===== config.mk =====
export PLATFORM = sky130hd
export DESIGN_NAME = fetch_unit
export DESIGN_NICKNAME = d
export VERILOG_FILES = /design/src/rtl/fetch_unit.sv
export SDC_FILE = /design/constraint.sdc
export NUM_CORES = 1
export LEC_CHECK = 0
export BUFFER_PORTS_ARGS = -buffer_cell sky130_fd_sc_hd__buf_2
export CORE_ASPECT_RATIO = 0.6
export CORE_UTILIZATION = 55
export CTS_CLUSTER_SIZE = 40
export DETAILED_ROUTE_END_ITERATION = 10
export GPL_ROUTABILITY_DRIVEN = 1
export GPL_TIMING_DRIVEN = 1
export PLACE_DENSITY = 0.79
export SLEW_MARGIN = 5
export SYNTH_ARGS = -nofsm -noshare
export SYNTH_HDL_FRONTEND = slang
export SYNTH_SLANG_ARGS = --single-unit

===== constraint.sdc =====
create_clock -name clk -period 2.72 [get_ports clk]
set_input_delay 0.136 -clock clk [delete_from_list [all_inputs] [get_ports clk]]
set_output_delay 0.136 -clock clk [all_outputs]
set_load 0.01 [all_outputs]

===== src/rtl/fetch_unit.sv =====
// rtl/fetch_unit.sv - instruction fetch unit with single outstanding request and 2-entry buffer
//
// Purpose: issues instruction fetch requests to memory one at a time and buffers
// up to two returned {pc, instr} pairs for the decoder. It handles PC redirects,
// including dropping responses to requests that a redirect made stale.
//
// Ports:
//   clk, rst_n                     clock, asynchronous active-low reset
//   mem_req_valid/ready/addr       fetch request channel (word-aligned byte address)
//   mem_resp_valid/data            fetch response channel (32-bit instruction)
//   redirect_valid/pc              PC redirect from branch/jump resolution
//   ir_valid/ir/ir_pc/ir_ready     instruction channel to the decoder
module fetch_unit #(
  parameter logic [63:0] RESET_PC = 64'h0000_0000_0000_0000
) (
  input  logic        clk,
  input  logic        rst_n,
  output logic        mem_req_valid,
  input  logic        mem_req_ready,
  output logic [63:0] mem_req_addr,
  input  logic        mem_resp_valid,
  input  logic [31:0] mem_resp_data,
  input  logic        redirect_valid,
  input  logic [63:0] redirect_pc,
  output logic        ir_valid,
  output logic [31:0] ir,
  output logic [63:0] ir_pc,
  input  logic        ir_ready
);

  typedef enum logic [1:0] {
    S_FETCH   = 2'd0,
    S_WAIT    = 2'd1,
    S_DISCARD = 2'd2
  } state_t;

  state_t      state_q, state_d;
  logic [63:0] pc_q, pc_d;
  logic [63:0] req_pc_q, req_pc_d;
  logic        head_q, head_d;
  logic [1:0]  count_q, count_d;
  logic [63:0] fifo_pc_q [2];
  logic [63:0] fifo_pc_d [2];
  logic [31:0] fifo_instr_q [2];
  logic [31:0] fifo_instr_d [2];

  logic        req_hs;
  logic        push;
  logic        pop;
  logic        wr_idx;

  // The request outputs are qualified by rst_n so they read as zero for the whole
  // time reset is held, yet a request is presented in the very first cycle after release.
  assign mem_req_valid = rst_n && (state_q == S_FETCH) && (count_q != 2'd2);
  assign mem_req_addr  = rst_n ? pc_q : 64'd0;

  assign ir_valid = (count_q != 2'd0);
  assign ir       = fifo_instr_q[head_q];
  assign ir_pc    = fifo_pc_q[head_q];

  assign req_hs = mem_req_valid && mem_req_ready;
  assign pop    = ir_valid && ir_ready;
  // A response arriving alongside a redirect belongs to the old path and is dropped.
  assign push   = (state_q == S_WAIT) && mem_resp_valid && !redirect_valid;
  // Pushes only happen with at most one entry held, so tail = head + count fits in one bit.
  assign wr_idx = head_q ^ count_q[0];

  always_comb begin
    state_d      = state_q;
    pc_d         = pc_q;
    req_pc_d     = req_pc_q;
    head_d       = head_q;
    count_d      = count_q;
    fifo_pc_d    = fifo_pc_q;
    fifo_instr_d = fifo_instr_q;

    case (state_q)
      S_FETCH: begin
        if (req_hs) begin
          req_pc_d = pc_q;
          pc_d     = pc_q + 64'd4;
          // An accepted request that coincides with a redirect is on the wrong path.
          state_d  = redirect_valid ? S_DISCARD : S_WAIT;
        end
      end
      S_WAIT: begin
        if (mem_resp_valid) begin
          state_d = S_FETCH;
        end else if (redirect_valid) begin
          state_d = S_DISCARD;
        end
      end
      S_DISCARD: begin
        if (mem_resp_valid) begin
          state_d = S_FETCH;
        end
      end
      default: state_d = S_FETCH;
    endcase

    if (redirect_valid) begin
      pc_d    = redirect_pc & ~64'd3;
      head_d  = 1'b0;
      count_d = 2'd0;
    end else begin
      if (push) begin
        fifo_pc_d[wr_idx]    = req_pc_q;
        fifo_instr_d[wr_idx] = mem_resp_data;
      end
      if (pop) begin
        head_d = ~head_q;
      end
      count_d = count_q + 2'(push) - 2'(pop);
    end
  end

  always_ff @(posedge clk or negedge rst_n) begin
    if (!rst_n) begin
      state_q         <= S_FETCH;
      pc_q            <= RESET_PC;
      req_pc_q        <= 64'd0;
      head_q          <= 1'b0;
      count_q         <= 2'd0;
      fifo_pc_q[0]    <= 64'd0;
      fifo_pc_q[1]    <= 64'd0;
      fifo_instr_q[0] <= 32'd0;
      fifo_instr_q[1] <= 32'd0;
    end else begin
      state_q      <= state_d;
      pc_q         <= pc_d;
      req_pc_q     <= req_pc_d;
      head_q       <= head_d;
      count_q      <= count_d;
      fifo_pc_q    <= fifo_pc_d;
      fifo_instr_q <= fifo_instr_d;
    end
  end

endmodule


* Yosys cells after proc, flatten, opt, wreduce, memory -nomap -nowiden *
Cells that the tools add are included.

cells by class
  $add $sub $neg = 3
  equal/unequal tests = 6
  order comparisons = 3
  muxes and demuxes = 25
  reductions and logical operators = 17
  bitwise operators = 5

operator list
  operator                                                                count
  64-bit 2-to-1 mux                                                       8
  128-bit bitwise mux                                                     1
  32-bit 2-to-1 mux                                                       4
  64-bit by 3-bit adder with 64-bit output (second input constant)        1
  64-bit bitwise mux                                                      1
  64-bit demux with 1-bit select                                          1
  32-bit demux with 1-bit select                                          1
  2-bit 2-to-1 mux                                                        6
  2-bit nonzero test                                                      4
  1-bit logical AND                                                       7
  2-bit inequality test (second input constant)                           3
  2-bit case mux with 3 select lines                                      1
  2-bit AND reduction                                                     3
  2-bit greater-or-equal comparator (second input constant)               2
  1-bit NOT with 2-bit output                                             2
  3-bit inequality test (second input constant)                           1
  3-bit AND reduction                                                     1
  2-bit by 1-bit adder with 2-bit output                                  1
  2-bit by 1-bit equality test with 1-bit output (second input constant)  1
  2-bit equality test (second input constant)                             1
  2-bit logical NOT                                                       1
  2-bit by 1-bit < comparator with 1-bit output (second input constant)   1
  1-bit 2-to-1 mux                                                        2
  1-bit NOT                                                               2
  3 further kinds                                                         3

storage, ports and cells
  output and inout bits = 162
  word-level logic and storage cells = 68
  register bits = 325
  input port bits = 102

* Depth between registers and ports, before layout *
  depth after elaboration = 7
  mapped depth = 8
  depth with buffers taken out = 8

* Least setup slack after synthesis *
No wires, ideal clock.

  path kind = reg-to-reg
  from = reg pc_q[18]
  to = reg pc_q[51]
  data required time = 2.595 ns
  setup slack = 0.611 ns
  setup time = 0.125 ns
  clock period less this slack = 2.109 ns
  path buffers = 1
  arrival = 1.985 ns
  stages on the path, launching flop included = 8
  path through = dfrtp_1 nand3_2 or3_4 or3_1 buf_6 nor4_4 xor2_1 mux2_2

between the ends
  cells in the longest elaborated chain, start to end = 4

ends and longest elaborated chain
  element                                   RTL line  RTL
  start, declared                           38        logic [63:0] pc_q, pc_d;
  start signal, assigned                    130       pc_q <= pc_d;
  64-bit by 3-bit adder with 64-bit output  81        pc_d = pc_q + 64'd4;
  64-bit 2-to-1 mux                         79        if (req_hs) begin
  64-bit 2-to-1 mux                         77        case (state_q)
  64-bit 2-to-1 mux                         101       if (redirect_valid) begin

No other way between the ends. The select of a mux whose other input is x is not followed.
A chain may end at the register's enable or synchronous reset.

* Worst setup path after layout *
  from = reg pc_q[9]
  to = reg pc_q[56]

The elaborated chain is that of the path after synthesis.

==> metrics <==
Unique masters post-synth 43; CP max-delay cell nor4_4; final wirelength 39,100 microns; synth warn 0; setup TNS 0 ps; FILL cells 1,925; Setup CP Type reg2reg; largest cells by area after synthesis dfrtp_1 (53%), mux2_2 (22%), nand2_1 (6.4%); vias in the first global route 11,164; Main synth FF type dfrtp_1; DPL Wire Length 25,500 microns; Tot GR Track Use 28.1%; Max Fclk 405 MHz; cell taking the most area after synthesis dfrtp_1; Die W 214 microns; drt first pass iters 5; Post-Syn Area 0.0149 sq mm; via/cell ratio 5.54; non-filler cells, final 2,022; CTS sink cnt 317; Core ar. 0.0265 sq mm; TritonCTS Buffers 29; #FFs+latches synth 317; worst-case clock buffer depth 3; Async SR Flop Fraction 100%; Peak VDD IR 0.000596 V; worst slew pin tran 994 ps; Vias 11,211; status finished, final reports clean; Final nets 1,748; # H-tree levels 1; die area 0.0277 sq mm; crit path capture type flop; fin area 0.0185 sq mm; Post-Route Skew 11.8 ps; total power 16.2 mW; Antenna Cells 0; Avg WL per Cell 19.3 microns; drt initial violations 828; CP arrival 2870 ps; Initial Utilization 56.1%; area delta synth->final 24.7%; largest net degree at the start of global routing 119; final worst-path cycle share 90.8%; port bufs 257; CP Launch Type flop; first-pass GRT wire length 61,400 microns; Slew headroom 33.8%; placed insts 1,873; leak pwr 9.30 nW; share of cells above drive strength 1 38.4%; Syn Inst Count 1,303; Setup-failing EPs final 0; grt peak-use layer met2; crit-path max cell delay 600 ps; drt drc 0; IO Pins 264; GPL Wtd Cong 0.888; std cell rows 46; GR met1 Demand/Resource 41.1%; post-synthesis sequential area ratio 53.4%; CP Max Fanout 7; Final Core Density 70.0%; Pins Over Slew Limit 0; worst path cell trace nand4_2, nor4_4, and3_1, nand4_1, o21ai_0, o311ai_0; antenna violations before repair 0; Synth top area share 53.4%; final hold vios 0; Worst-path clk slew 60 ps; met2 Use GR 42.6%; clk_lat worst skew 550 ps; GRT overflow 0; die height 129 microns; placed inst area 0.0166 sq mm; setup repair after global routing missed its margin no; Post-synth EDFFs 0; PD cells 873 mW/mm^2; clk root buf clkbuf_16; Detail Route Antenna Nets 0; Syn Area/Cell 11.4 sq um; Crit path required time 3120 ps; grt met3 use 6.15%; Tmin final 2470 ps; max-cap viol count 0; TritonCTS clock tree built; worst min path class in2reg
[cells in the mapped netlist, types with 2 or more instances]
master and count:
buf_1 10, o311ai_0 4, and3_1 16, nor2b_1 12, nor3_1 13, inv_1 7, nor4_1 7, or4_1 2
nand3_1 28, or3_1 4, nand4_1 30, clkbuf_1 60, and4_1 7, nor4_4 3, mux2i_1 2, buf_4 4
and2_1 67, buf_2 4, a21oi_1 4, o21ai_0 51, xnor2_1 27, mux2_2 293, dfrtp_1 317, xor2_1 27
nand2_1 255, ha_1 3, nand2b_1 4, nor2_1 27
[cells by family after synthesis]
logic type      Yosys count  share of synthesized area [%]
mux                     295                           22.3
compound gates           65                           2.47
flops                   317                           53.4
fa+ha+maj                 3                          0.253
simple gates            482                           16.0
buf+inv                  86                           2.36
other cells               1                         0.0252
xor+xnor                 54                           3.18
[per-stage QoR]
stage	setup WS [ps]	hold WS [ps]
4_1_cts	302	157
3_3_place_gp	373	296
2_1_floorplan	611	-160
3_5_place_dp	312	297
5_1_grt	158	202
6_report	251	176
[sequential cells by signal, indices dropped and copies added (netlist names)]
| signal | count |
|---|---|
| req_pc_q | 62 |
| state_q | 2 |
| fifo_instr_q | 64 |
| pc_q | 62 |
| head_q | 1 |
| fifo_pc_q | 124 |
| count_q | 2 |
[placed cells by master, fill, tap and decap left out, types with 2 or more instances in the layout]
master         synthesis  final
nand2b_1               4      3
xor2_1                27     27
inv_1                  7      7
nand4_1               30     30
buf_12                 0      5
clkbuf_1              60      5
ha_1                   3      3
nand2_1              255    254
mux2_2               293    293
and4_1                 7      7
buf_4                  4     25
mux2i_1                2      2
nor4_4                 3      3
nor3_1                13     13
clkbuf_8               0      8
a21oi_1                4      4
clkbuf_16              0     29
and3_1                16     16
or3_1                  4      3
o21ai_0               51     51
clkinv_2               0      6
buf_2                  4    255
xnor2_1               27     27
bufinv_16              0      2
and2_1                67     67
o311ai_0               4      4
nor2_1                27     27
conb_1                 1      4
nor2b_1               12     12
nor4_1                 7      7
dfrtp_1              317    316
dlygate4sd3_1          0     99
or4_1                  2      2
nand3_1               28     28
[final timing paths]
path | start | endpoint | slack, ps | cells past startpoint
setup / recovery | pc_q[9] | pc_q[56] | 250 | 6
hold / removal | redirect_valid | count_q[1] | 180 | 3
setup reg to reg | pc_q[9] | pc_q[56] | 250 | 6
hold reg to reg | fifo_pc_q[24] | fifo_pc_q[24] | 500 | 1
max in group asynchronous | rst_n | head_q | 1280 | 4
min in group asynchronous | rst_n | fifo_pc_q[13] | 270 | 3
[cell type report]
type,count,area (sq um),share of cell area [%]
clock inverter,8,90.1,0.486
timing repair buffer,385,2570,13.9
multi-input combinational,903,6600,35.6
sequential,317,7940,42.8
inverter,7,26.3,0.142
tap,360,450,2.43
clock buffer,42,855,4.61
[worst max-delay path: cells and delay by family, from the launching register on]
| kind | cells | cell delay (ps) |
|---|---|---|
| AO/OA/AOI/OAI | 2 | 360 |
| AND/OR/NAND/NOR | 4 | 1470 |
| flip-flops | 1 | 470 |
[timing repair]
| action | CTS | global route |
|---|---|---|
| setup buffers | 0 | 0 |
| gates resized for setup | 0 | 0 |
| endpoints found under the hold margin | 411 | 0 |
| hold buffers | 99 | 0 |
[routing by layer]
layer,part of all wire [%],routed length (microns)
met5,0,0
met2,44,17300
met3,7.3,2840
met4,2.9,1120
met1,46,17800
[report_power, final]
part | switching (mW) | internal [mW] | total (mW)
sequential | 0.996 | 6.25 | 7.24
clock | 1.74 | 2.35 | 4.09
combinational | 2.29 | 2.56 | 4.85
No activity file was read; power rests on OpenSTA's default activity.
